[config.mk]
export PLATFORM = sky130hd
export DESIGN_NAME = connect_n_engine
export DESIGN_NICKNAME = d
export VERILOG_FILES = /design/src/rtl/connect_n_engine.sv
export SDC_FILE = /design/constraint.sdc
export NUM_CORES = 1
export LEC_CHECK = 0
export BUFFER_PORTS_ARGS = -buffer_cell sky130_fd_sc_hd__clkbuf_2
export CAP_MARGIN = 25
export CELL_PAD_IN_SITES_DETAIL_PLACEMENT = 2
export CELL_PAD_IN_SITES_GLOBAL_PLACEMENT = 2
export CORE_ASPECT_RATIO = 1.1
export CORE_UTILIZATION = 39
export CTS_BUF_LIST = sky130_fd_sc_hd__clkbuf_16
export CTS_CLUSTER_DIAMETER = 30
export DETAILED_ROUTE_END_ITERATION = 12
export PLACE_DENSITY_LB_ADDON = 0.12
export SLEW_MARGIN = 20
export SYNTH_ARGS = -nofsm -noshare
export SYNTH_HDL_FRONTEND = slang
export SYNTH_SLANG_ARGS = --single-unit
[constraint.sdc]
create_clock -name clk -period 12.3 [get_ports clk]
set_input_delay 1.23 -clock clk [delete_from_list [all_inputs] [get_ports clk]]
set_output_delay 1.23 -clock clk [all_outputs]
set_load 0.05 [all_outputs]
[src/rtl/connect_n_engine.sv]
// Connect-N game engine: column-drop moves over valid/ready, turn and legality
// enforcement, one-direction-per-cycle win scan through the placed piece, draw detection.
module connect_n_engine #(
    parameter int COLS    = 8,
    parameter int ROWS    = 8,
    parameter int WIN_LEN = 4
) (
    input  logic                   clk,
    input  logic                   reset,
    input  logic                   start,
    input  logic                   move_valid,
    input  logic [COLS-1:0]        move_col,
    input  logic                   move_player,
    output logic                   move_ready,
    output logic                   turn,
    output logic [ROWS*COLS-1:0]   occupied,
    output logic [ROWS*COLS-1:0]   owner,
    output logic [1:0]             winner,
    output logic                   game_over,
    output logic                   busy,
    output logic                   error,
    output logic [1:0]             error_code
);
    localparam int CELLS = ROWS * COLS;
    localparam int IDX_W = (CELLS > 1) ? $clog2(CELLS) : 1;
    localparam int ROW_W = (ROWS > 1) ? $clog2(ROWS) : 1;
    localparam int COL_W = (COLS > 1) ? $clog2(COLS) : 1;
    localparam int CNT_W = $clog2(CELLS + 1);

    typedef enum logic [1:0] {IDLE = 2'd0, PLAY = 2'd1, CHECK = 2'd2, DONE = 2'd3} state_t;

    state_t             state_r;
    logic [CELLS-1:0]   occupied_r, owner_r;
    logic [CNT_W-1:0]   move_cnt_r;
    logic [1:0]         dir_r, winner_r, error_code_r;
    logic               win_r, mover_r, turn_r, game_over_r, move_ready_r, busy_r, error_r;
    logic [ROW_W-1:0]   last_row_r, drop_row_s;
    logic [COL_W-1:0]   last_col_r, col_idx_s;
    logic [IDX_W-1:0]   acc_idx_s;
    logic               onehot_s, full_s, hit_s;
    int                 dr_s, dc_s;

    // Length of the mover's run through (r0,c0) along (dr,dc), each side clamped to WIN_LEN-1.
    function automatic int run_len(input logic [CELLS-1:0] occ, input logic [CELLS-1:0] own,
                                   input int r0, input int c0, input int dr, input int dc,
                                   input logic p);
        int               run, r, c;
        logic             go;
        logic [IDX_W-1:0] idx;
        run = 1;
        for (int s = 0; s < 2; s++) begin
            go = 1'b1;
            for (int k = 1; k < WIN_LEN; k++) begin
                r = (s == 0) ? r0 + k * dr : r0 - k * dr;
                c = (s == 0) ? c0 + k * dc : c0 - k * dc;
                if (go && r >= 0 && r < ROWS && c >= 0 && c < COLS) begin
                    idx = IDX_W'(r * COLS + c);
                    if (occ[idx] && (own[idx] == p)) run = run + 1;
                    else go = 1'b0;
                end else begin
                    go = 1'b0;
                end
            end
        end
        return run;
    endfunction

    // Decode the requested column and find its landing row.
    always_comb begin
        onehot_s  = (move_col != '0) && ((move_col & (move_col - COLS'(1))) == '0);
        col_idx_s = '0;
        for (int c = 0; c < COLS; c++) begin
            col_idx_s = move_col[c] ? COL_W'(c) : col_idx_s;
        end
        drop_row_s = '0;
        for (int r = ROWS - 1; r >= 0; r--) begin
            drop_row_s = !occupied_r[IDX_W'(r * COLS + int'(col_idx_s))] ? ROW_W'(r) : drop_row_s;
        end
        full_s    = occupied_r[IDX_W'((ROWS - 1) * COLS + int'(col_idx_s))];
        acc_idx_s = IDX_W'(int'(drop_row_s) * COLS + int'(col_idx_s));
    end

    // Step vector of the direction under test; anti-diagonal climbs to the left.
    always_comb begin
        case (dir_r)
            2'd0:    begin dr_s = 0; dc_s = 1;  end
            2'd1:    begin dr_s = 1; dc_s = 0;  end
            2'd2:    begin dr_s = 1; dc_s = 1;  end
            2'd3:    begin dr_s = 1; dc_s = -1; end
            default: begin dr_s = 0; dc_s = 1;  end
        endcase
        hit_s = run_len(occupied_r, owner_r, int'(last_row_r), int'(last_col_r),
                        dr_s, dc_s, mover_r) >= WIN_LEN;
    end

    // Game FSM with all outputs registered.
    always_ff @(posedge clk or posedge reset) begin
        if (reset) begin
            state_r      <= IDLE;
            occupied_r   <= '0;
            owner_r      <= '0;
            move_cnt_r   <= '0;
            dir_r        <= 2'd0;
            win_r        <= 1'b0;
            mover_r      <= 1'b0;
            last_row_r   <= '0;
            last_col_r   <= '0;
            turn_r       <= 1'b0;
            winner_r     <= 2'b00;
            game_over_r  <= 1'b0;
            move_ready_r <= 1'b0;
            busy_r       <= 1'b0;
            error_r      <= 1'b0;
            error_code_r <= 2'b00;
        end else begin
            error_r <= 1'b0;
            if (start) begin
                state_r      <= PLAY;
                occupied_r   <= '0;
                owner_r      <= '0;
                move_cnt_r   <= '0;
                dir_r        <= 2'd0;
                win_r        <= 1'b0;
                turn_r       <= 1'b0;
                winner_r     <= 2'b00;
                game_over_r  <= 1'b0;
                move_ready_r <= 1'b1;
                busy_r       <= 1'b0;
            end else begin
                case (state_r)
                    IDLE, DONE: begin
                        if (move_valid) begin
                            error_r      <= 1'b1;
                            error_code_r <= 2'd3;
                        end
                    end
                    PLAY: begin
                        if (move_valid) begin
                            if (!onehot_s) begin
                                error_r      <= 1'b1;
                                error_code_r <= 2'd0;
                            end else if (move_player != turn_r) begin
                                error_r      <= 1'b1;
                                error_code_r <= 2'd2;
                            end else if (full_s) begin
                                error_r      <= 1'b1;
                                error_code_r <= 2'd1;
                            end else begin
                                occupied_r[acc_idx_s] <= 1'b1;
                                owner_r[acc_idx_s]    <= move_player;
                                move_cnt_r   <= move_cnt_r + CNT_W'(1);
                                last_row_r   <= drop_row_s;
                                last_col_r   <= col_idx_s;
                                mover_r      <= move_player;
                                dir_r        <= 2'd0;
                                win_r        <= 1'b0;
                                state_r      <= CHECK;
                                move_ready_r <= 1'b0;
                                busy_r       <= 1'b1;
                            end
                        end
                    end
                    CHECK: begin
                        if (dir_r == 2'd3) begin
                            busy_r <= 1'b0;
                            if (win_r || hit_s) begin
                                winner_r    <= {mover_r, ~mover_r};
                                game_over_r <= 1'b1;
                                state_r     <= DONE;
                            end else if (move_cnt_r == CNT_W'(CELLS)) begin
                                winner_r    <= 2'b11;
                                game_over_r <= 1'b1;
                                state_r     <= DONE;
                            end else begin
                                turn_r       <= ~turn_r;
                                move_ready_r <= 1'b1;
                                state_r      <= PLAY;
                            end
                        end else begin
                            dir_r <= dir_r + 2'd1;
                            win_r <= win_r | hit_s;
                        end
                    end
                    default: state_r <= IDLE;
                endcase
            end
        end
    end

    assign move_ready = move_ready_r;
    assign turn       = turn_r;
    assign occupied   = occupied_r;
    assign owner      = owner_r;
    assign winner     = winner_r;
    assign game_over  = game_over_r;
    assign busy       = busy_r;
    assign error      = error_r;
    assign error_code = error_code_r;
endmodule
==> flow_summary.yaml, run 1 <==
pwr:
  vdd_ir_drop_max_v: 0.000106
  sw_frac_of_total_pct: 44.0
  finalPower_uw: 1900
  switchingPower_uw: 837
  power_frac_seq_pct: 28.2
  p_comb_share_pct: 44.7
  p_per_area_nw_per_um2: 110
  clkPwrFrac_pct: 27.1
  p_int_uw: 1060
  power_leakage_uw: 0.00726
route:
  wl_per_cell_um: 32.1
  antenna_left: 0
  via_per_inst: 6.77
  drt_drc_violations_left: 0
  first_pass_iters: 5
  routed-via-count: 15500
  first_iter_violations: 1175
  routed_wl_mm: 73.4
grt:
  grt_max_degree: 96
  grt_pass1_vias: 16200
  overflow: 0
  grt_pass1_wl_mm: 109
  antenna_found_initial: 1
  grtUsageTotal_pct: 36.1
synth:
  yosys_register_bits: 156
  synthTopCellsByArea: "dfrtp_1 25%, mux4_2 19%, mux2i_1 6.7%"
  syn_nets: 1779
  syn_area_per_cell_um2: 9.33
  synth_top_cell_area_share_pct: 24.8
  synth_edf_count: 0
  postSynthCellCount: 1686
  synth.yosys.seq_area_share_pct: 24.8
  synth_ff_type: "dfrtp_1"
  syn-cell-area_um2: 15700
  async_flop_share_pct: 100
  yosysTopAreaCell: "dfrtp_1"
  yosys_warnings: 0
  synth_cell_type_count: 100
timing:
  fin_skew_ns: 0.0182
  slew_headroom_pct: 28.2
  period_needed_ns: 11.36
  fin_ws_ns: 0.942
  finalSetupTns_ns: 0
  hold_viol_final: 0
  fmax_mhz: 88.0
  setup_violations: 0
  rsz0062_at_grt: "false"
  worst_slew_pin_slew_ns: 1.07
  drv_slew: 0
  fin_crit_sh_pct: 92.3
place:
  dp_slack_ns: 0.984
  portBuffers: 149
  detailed_place_hpwl_mm: 54.7
  gp_congestion: 0.938
floorplan:
  die_w_um: 194
  fp.dieArea_um2: 41200
  die_h_um: 213
  io-pin-count: 150
  initial_utilization_pct: 39.9
  core_um2: 39500
  num_rows: 76
layout:
  nets: 1857
  drive_gt1_share_pct: 23.2
  seqCellArea_um2: 3910
  fillers: 4384
  multiInputGateArea_um2: 11000
  mostFrequentLayoutCell: "nor2_1"
  final_cell_mix: "230 x nor2_1, 184 x nand2_1, 155 x dfrtp_1, 149 x clkbuf_2, 136 x mux4_2"
  syn2layout_area_growth_pct: 10.3
cts:
  root_buffer: "clkbuf_16"
  htreeDepth: 4
  cts_tree: "done"
  cts_buffer_depth: 2
  clk_pin_slew_ns: 0.07
  numCtsBuffers: 17
  hold_buffers: 0
  clk_latency_ns: 0.47
  post_cts_buffers: 0
  clock_sinks: 156
  cts_resized: 0
worst_hold_path:
  hold_class: "flip-flop to flip-flop"
run:
  cap_violations: 0
setup_path:
  crit_top_cell: "ha_1"
  startpoint_type: "flip-flop"
  crit_fanout: 24
  critical_path.max_stage_delay_ns: 0.93
  critical_path_arrival_ns: 11.71
  worstPathRequired_ns: 12.66
  cpMaxStageDelayCell: "ha_1"
  path_class: "flip-flop to flip-flop"
  cp-end-kind: "flip-flop"
run_status:
  status: "finished clean"
-- logic make-up (layout without fill, tap and decap cells) --
| group | count (synthesis) | count (layout) | synth area share, % |
|---|---|---|---|
| AOI/OAI and AO/OA | 289 | 289 | 12.3 |
| xor gates and xnor gates | 38 | 38 | 2.51 |
| muxes | 269 | 269 | 28.2 |
| adders and majority gates | 81 | 81 | 7.00 |
| buffers and inverters | 198 | 289 | 5.82 |
| DFF | 156 | 156 | 24.8 |
| other | 0 | 2 | 0 |
| and+or+nand+nor | 655 | 655 | 19.3 |
-- area by class of cell --
type / count / share of cell area, %
Multi-Input combinational cell: 1332 / 63.2
Clock inverter: 15 / 0.649
Clock buffer: 17 / 2.45
Sequential cell: 156 / 22.5
Timing Repair Buffer: 182 / 5.84
Inverter: 75 / 1.65
Antenna cell: 2 / 0.0288
Tap cell: 507 / 3.65
-- Yosys cell counts (12+ instances only) --
| library cell | instances |
|---|---|
| nand4_1 | 24 |
| o21ai_0 | 38 |
| mux2_2 | 25 |
| nor2_1 | 231 |
| mux2i_1 | 106 |
| fa_1 | 12 |
| a31oi_1 | 12 |
| nor4_1 | 16 |
| nand3_1 | 64 |
| and2_1 | 15 |
| buf_2 | 17 |
| ha_1 | 68 |
| clkbuf_1 | 69 |
| nor3_1 | 22 |
| and3_1 | 14 |
| a21oi_1 | 96 |
| inv_1 | 70 |
| buf_4 | 13 |
| nand2_1 | 184 |
| xnor2_1 | 25 |
| nor2b_1 | 28 |
| o211ai_1 | 18 |
| dfrtp_1 | 156 |
| mux4_2 | 136 |
-- critical path: cells and delay by family (launching register included) --
family / cells / cell delay (ns)
AOI/OAI and AO/OA: 11 / 2.05
and+or+nand+nor: 9 / 2.04
DFF: 1 / 0.48
adders and majority gates: 9 / 3.76
muxes: 6 / 1.89
buffers and inverters: 5 / 0.95
-- metrics by stage --
step / utilization, % / hold slack, ns / instances / area [µm²]
after floorplan: - / 0.507 / 1686 / 15700
after global placement: 42.5 / 0.471 / 2249 / 16800
after detailed placement: 42.5 / 0.489 / 2250 / 16800
after CTS: 43.9 / 0.509 / 2282 / 17300
after global routing: 44.0 / 0.534 / 2284 / 17400
final: 44.0 / 0.502 / 2286 / 17400
-- power groups by stage --
stage                     Clock, µW  Sequential, µW  Combinational, µW
final                           515             537                850
after global routing            538             538                895
after CTS                       525             537                837
after detailed placement          0             546                832
after global placement            0             546                805
after floorplan                   0             543                584
-- state kept, by name, indices dropped and copies added, names as in the netlist, 2 cells and up --
signal and flops:
occupied 64, owner 64, move_cnt_r 7, last_col_r 3, last_row_r 3, dir_r 2, error_code 2, state_r 2
winner 2
-- layer usage --
metal  GRT usage, %  wire [µm]
met5              0         13
met4           16.7       3430
met3           5.59       4760
met2           59.9      35400
met1           46.4      29800
-- final timing paths --
check | from | endpoint | slack, ns | cells past startpoint
worst max-delay path | dir_r[0] | winner[0] | 0.94 | 40
worst min-delay path | busy | busy | 0.50 | 2
worst max register to register | dir_r[0] | winner[0] | 0.94 | 40
worst min register to register | busy | busy | 0.50 | 2
max in group asynchronous | reset | occupied[42] | 10.26 | 3
min in group asynchronous | reset | occupied[26] | 0.78 | 2
Power figures use the tool's default switching activity.
==> run 2: changes to the inputs <==
--- a/config.mk
+++ b/config.mk
@@ -9,7 +9,7 @@
 export CAP_MARGIN = 25
 export CELL_PAD_IN_SITES_DETAIL_PLACEMENT = 2
 export CELL_PAD_IN_SITES_GLOBAL_PLACEMENT = 2
-export CORE_ASPECT_RATIO = 1.1
+export CORE_ASPECT_RATIO = 1.25
 export CORE_UTILIZATION = 39
 export CTS_BUF_LIST = sky130_fd_sc_hd__clkbuf_16
 export CTS_CLUSTER_DIAMETER = 30
==> run 2 against run 1 <==
Final cell count decreased by 0.35%. Global-route usage increased by 0.69 points. Combinational power decreased by 0.9%. Critical path depth unchanged. Worst setup slack improved by 0.48 ns. Worst hold slack got worse by 0.014 ns. Sequential cell count unchanged. Largest power group unchanged. Register-to-register slack improved by 0.48 ns. Die area about the same. Sequential share of layout area decreased by 0.10 points. Total power increased by 2.5%.
==> flow_summary.yaml, run 2 (synthesis results as in run 1) <==
pwr:
  finalPower_uw: 1950
  p_per_area_nw_per_um2: 112
  vdd_ir_drop_max_v: 0.000114
  power_leakage_uw: 0.00731
place:
  portBuffers: 149
  detailed_place_hpwl_mm: 54.9
  gp_congestion: 0.909
  dp_slack_ns: 1.45
setup_path:
  cp-end-kind: "flip-flop"
  cpMaxStageDelayCell: "ha_1"
  crit_top_cell: "ha_1"
  worstPathRequired_ns: 12.66
  critical_path.max_stage_delay_ns: 0.90
  path_class: "flip-flop to flip-flop"
  critical_path_arrival_ns: 11.24
  crit_fanout: 19
  startpoint_type: "flip-flop"
route:
  antenna_left: 0
  first_pass_iters: 5
  wl_per_cell_um: 32.5
  routed-via-count: 15400
  routed_wl_mm: 74.1
  via_per_inst: 6.77
  drt_drc_violations_left: 0
  first_iter_violations: 1168
cts:
  root_buffer: "clkbuf_16"
  clock_sinks: 156
  clk_pin_slew_ns: 0.07
  hold_buffers: 0
  post_cts_buffers: 0
  htreeDepth: 4
  clk_latency_ns: 0.48
  numCtsBuffers: 17
  cts_resized: 0
  cts_tree: "done"
  cts_buffer_depth: 2
layout:
  drive_gt1_share_pct: 23.5
  mostFrequentLayoutCell: "nor2_1"
  nets: 1862
  utilization_pct: 44.2
  diodes: 0
  final_cell_mix: "230 x nor2_1, 184 x nand2_1, 155 x dfrtp_1, 148 x clkbuf_2, 136 x mux4_2"
  syn2layout_area_growth_pct: 10.8
timing:
  fin_crit_sh_pct: 88.4
  fin_ws_ns: 1.42
  fin_skew_ns: 0.00916
  finalSetupTns_ns: 0
  fmax_mhz: 91.9
  rsz0062_at_grt: "false"
  period_needed_ns: 10.88
  drv_slew: 0
  worst_slew_pin_slew_ns: 1.09
  slew_headroom_pct: 26.7
  setup_violations: 0
  hold_viol_final: 0
grt:
  antenna_found_initial: 2
  grt_max_degree: 97
  grt_pass1_vias: 16400
  grtUsageTotal_pct: 36.7
  overflow: 0
  grt_pass1_wl_mm: 110
run:
  cap_violations: 0
run_status:
  status: "finished clean"
floorplan:
  num_rows: 81
  die_h_um: 227
  io-pin-count: 150
  initial_utilization_pct: 39.9
  die_w_um: 182
  fp.dieArea_um2: 41200
  core_um2: 39400
worst_hold_path:
  hold_class: "flip-flop to flip-flop"
run 2: cell types whose count changed in the layout (fill, tap and decap cells not counted), sizes merged:
| cell | change |
|---|---|
| diode | -2 |
| inv | -1 |
| clkinv | -4 |
| buf | +6 |
| clkbuf | -1 |
| bufinv | +3 |
run 2: final cells by class:
type | count | area [µm²]
Clock buffer | 17 | 425
Clock inverter | 13 | 183
Fill cell | 4294 | 22000
Inverter | 75 | 287
Multi-Input combinational cell | 1332 | 11000
Sequential cell | 156 | 3910
Tap cell | 498 | 623
Timing Repair Buffer | 187 | 1050
run 2: final timing paths:
check,end,depth (start not counted),from,slack (ns)
min in group asynchronous,owner[14],2,reset,0.81
max in group asynchronous,owner[35],3,reset,10.22
hold / removal,busy,2,busy,0.49
setup reg to reg,winner[0],40,dir_r[0],1.42
hold reg to reg,busy,2,busy,0.49
setup / recovery,winner[0],40,dir_r[0],1.42
run 2: layer usage:
metal	global-route usage, %	vias to the layer above	wire, µm
li1	-	6388	-
met1	43.7	8077	28400
met2	62.7	727	36800
met3	7.36	221	4960
met4	19.7	4	3830
met5	0	-	28
run 2: stage by stage:
stage          instance area (µm²)  hold WS, ns  cells
2_1_floorplan                15700        0.507   1686
3_3_place_gp                 16800        0.480   2246
3_5_place_dp                 16800        0.476   2247
4_1_cts                      17400        0.493   2277
5_1_grt                      17400        0.521   2278
6_report                     17400        0.488   2278
run 2: critical path: cells and delay by family (launching register included):
kind                       cells  cell delay, ns
adders and majority gates      9            3.28
and+or+nand+nor               11            2.71
muxes                          6            2.01
AOI/OAI and AO/OA              9            1.72
buffers and inverters          5            0.53
DFF                            1            0.48
run 2: power by group:
part	internal [µW]	switching, µW	leakage, µW
registers	518	11.3	0.00216
clock network	323	255	0.000298
logic	288	554	0.00485
total	1130	820	0.00731
==> run 3: changes to the inputs <==
--- a/config.mk
+++ b/config.mk
@@ -11,7 +11,7 @@
 export CELL_PAD_IN_SITES_GLOBAL_PLACEMENT = 2
 export CORE_ASPECT_RATIO = 1.25
 export CORE_UTILIZATION = 39
-export CTS_BUF_LIST = sky130_fd_sc_hd__clkbuf_16
+export CTS_BUF_LIST = sky130_fd_sc_hd__clkbuf_8
 export CTS_CLUSTER_DIAMETER = 30
 export DETAILED_ROUTE_END_ITERATION = 12
 export PLACE_DENSITY_LB_ADDON = 0.12
==> run 3 against run 2 <==
Total power is 7.0% lower. Worst hold slack better by 0.0089 ns. Largest cell class unchanged. Utilization down 0.50 points. Maximum frequency increased by 0.19%. Non-clock buffer count did not move. Sequential power hardly changed. Count of clock-buffer cells in the layout unchanged. Critical path depth unchanged.
==> flow_summary.yaml, run 3 (synthesis results as in run 1) <==
run_status:
  status: "finished clean"
setup_path:
  path_class: "flip-flop to flip-flop"
  cp-end-kind: "flip-flop"
  worst-r2r-setup-slack_ns: 1.44
  startpoint_type: "flip-flop"
  crit-reg2reg-launch: "dir_r[0]"
  path_buf_inv: 5
  crit_top_cell: "ha_1"
  r2r_cells: 40
  crit_fanout: 19
  critical_path_arrival_ns: 11.29
  cpLargestDelayFamily: "adder cells"
  cpMaxStageDelayCell: "ha_1"
  rr_endpoint: "winner[0]"
  critical_path.max_stage_delay_ns: 0.90
  worstPathRequired_ns: 12.73
route:
  via_per_inst: 6.78
  routed_wl_mm: 73.9
  first_iter_violations: 1184
  antenna_left: 0
  wl_per_cell_um: 32.4
  first_pass_iters: 5
  routed-via-count: 15400
  drt_drc_violations_left: 0
pwr:
  p_int_uw: 1010
  p_per_area_nw_per_um2: 105
  power_frac_seq_pct: 29.2
  vdd_ir_drop_max_v: 0.0000754
  p_comb_share_pct: 46.4
  power_leakage_uw: 0.00722
  switchingPower_uw: 804
  clkPwrFrac_pct: 24.4
  sw_frac_of_total_pct: 44.3
layout:
  mostFrequentLayoutCell: "nor2_1"
  fin_area_um2: 17200
  final_cell_mix: "230 x nor2_1, 184 x nand2_1, 155 x dfrtp_1, 148 x clkbuf_2, 136 x mux4_2"
  diodes: 0
  drive_gt1_share_pct: 23.5
  nets: 1862
  stdcell_count: 2278
  syn2layout_area_growth_pct: 9.58
timing:
  rsz0062_at_grt: "false"
  period_needed_ns: 10.86
  slew_headroom_pct: 27.7
  fmax_mhz: 92.1
  fin_crit_sh_pct: 88.3
  hold_viol_final: 0
  worst_slew_pin_slew_ns: 1.08
  setup_violations: 0
  finalSetupTns_ns: 0
  drv_slew: 0
  fin_skew_ns: 0.0174
floorplan:
  core_um2: 39400
  num_rows: 81
  initial_utilization_pct: 39.9
  die_h_um: 227
  fp.dieArea_um2: 41200
  io-pin-count: 150
  die_w_um: 182
cts:
  clock_sinks: 156
  hold_buffers: 0
  cts_tree: "done"
  cts_resized: 0
  root_buffer: "clkbuf_8"
  cts_buffer_depth: 2
  numCtsBuffers: 17
  post_cts_buffers: 0
  clk_latency_ns: 0.54
  clk_pin_slew_ns: 0.09
  htreeDepth: 4
grt:
  overflow: 0
  grt_pass1_wl_mm: 109
  antenna_found_initial: 2
  grt_pass1_vias: 16300
  grt_max_degree: 97
  grtUsageTotal_pct: 36.5
run:
  cap_violations: 0
place:
  placed_area_um2: 16800
  gp_congestion: 0.909
  place_inst: 2247
  detailed_place_hpwl_mm: 54.9
  portBuffers: 149
worst_hold_path:
  hold_path_startpoint: "busy"
  min_path_cells: 2
  min_to: "busy"
  hold_class: "flip-flop to flip-flop"
[run 3: power groups by stage]
stage	Clock (µW)	Combinational, µW	Sequential (µW)
after floorplan	0	584	543
after global placement	0	802	538
after detailed placement	0	826	539
after CTS	452	829	529
after global routing	464	892	530
final	443	842	529
[run 3: area by class of cell]
type                    count  area [µm²]
clock buffers              17         234
inverters                  75         287
fillers                  4336       22200
well taps                 498         623
multi-input cells        1332       11000
clock inverters            13         183
repair buffers            187        1050
flip-flops and latches    156        3910
[run 3: how the worst max path moves through the flow]
| stage | cells after the start | start | slack (ns) | endpoint |
|---|---|---|---|---|
| finish | 40 | dir_r[0] | 1.44 | winner[0] |
| global route | 40 | dir_r[0] | 0.75 | winner[0] |
| detailed placement | 40 | dir_r[0] | 1.45 | winner[0] |
| CTS | 40 | dir_r[0] | 1.41 | winner[0] |
| floorplan | 44 | dir_r[0] | 2.54 | winner[0] |
| global placement | 40 | dir_r[0] | 2.08 | winner[0] |
[run 3: per-stage QoR]
step,power [µW],utilization (%),worst slack (ns),hold WS [ns]
after floorplan,1130,-,2.54,0.507
after global placement,1340,42.6,2.08,0.480
after detailed placement,1360,42.6,1.45,0.476
after CTS,1810,43.7,1.41,0.499
after global routing,1890,43.7,0.755,0.527
final,1810,43.7,1.44,0.497
[run 3: metal layers]
layer	global-route usage (%)	up-vias	share of wire (%)
met1	43.7	8067	39
li1	-	6397	-
met5	0	-	0.038
met4	19.5	4	5.2
met2	62.3	750	49
met3	6.92	228	6.6
[run 3: worst min-delay path: stages (launching register included)]
cell and delay, ns:
dfrtp_1 0.36, nand2_1 0.06, nand2_1 0.06
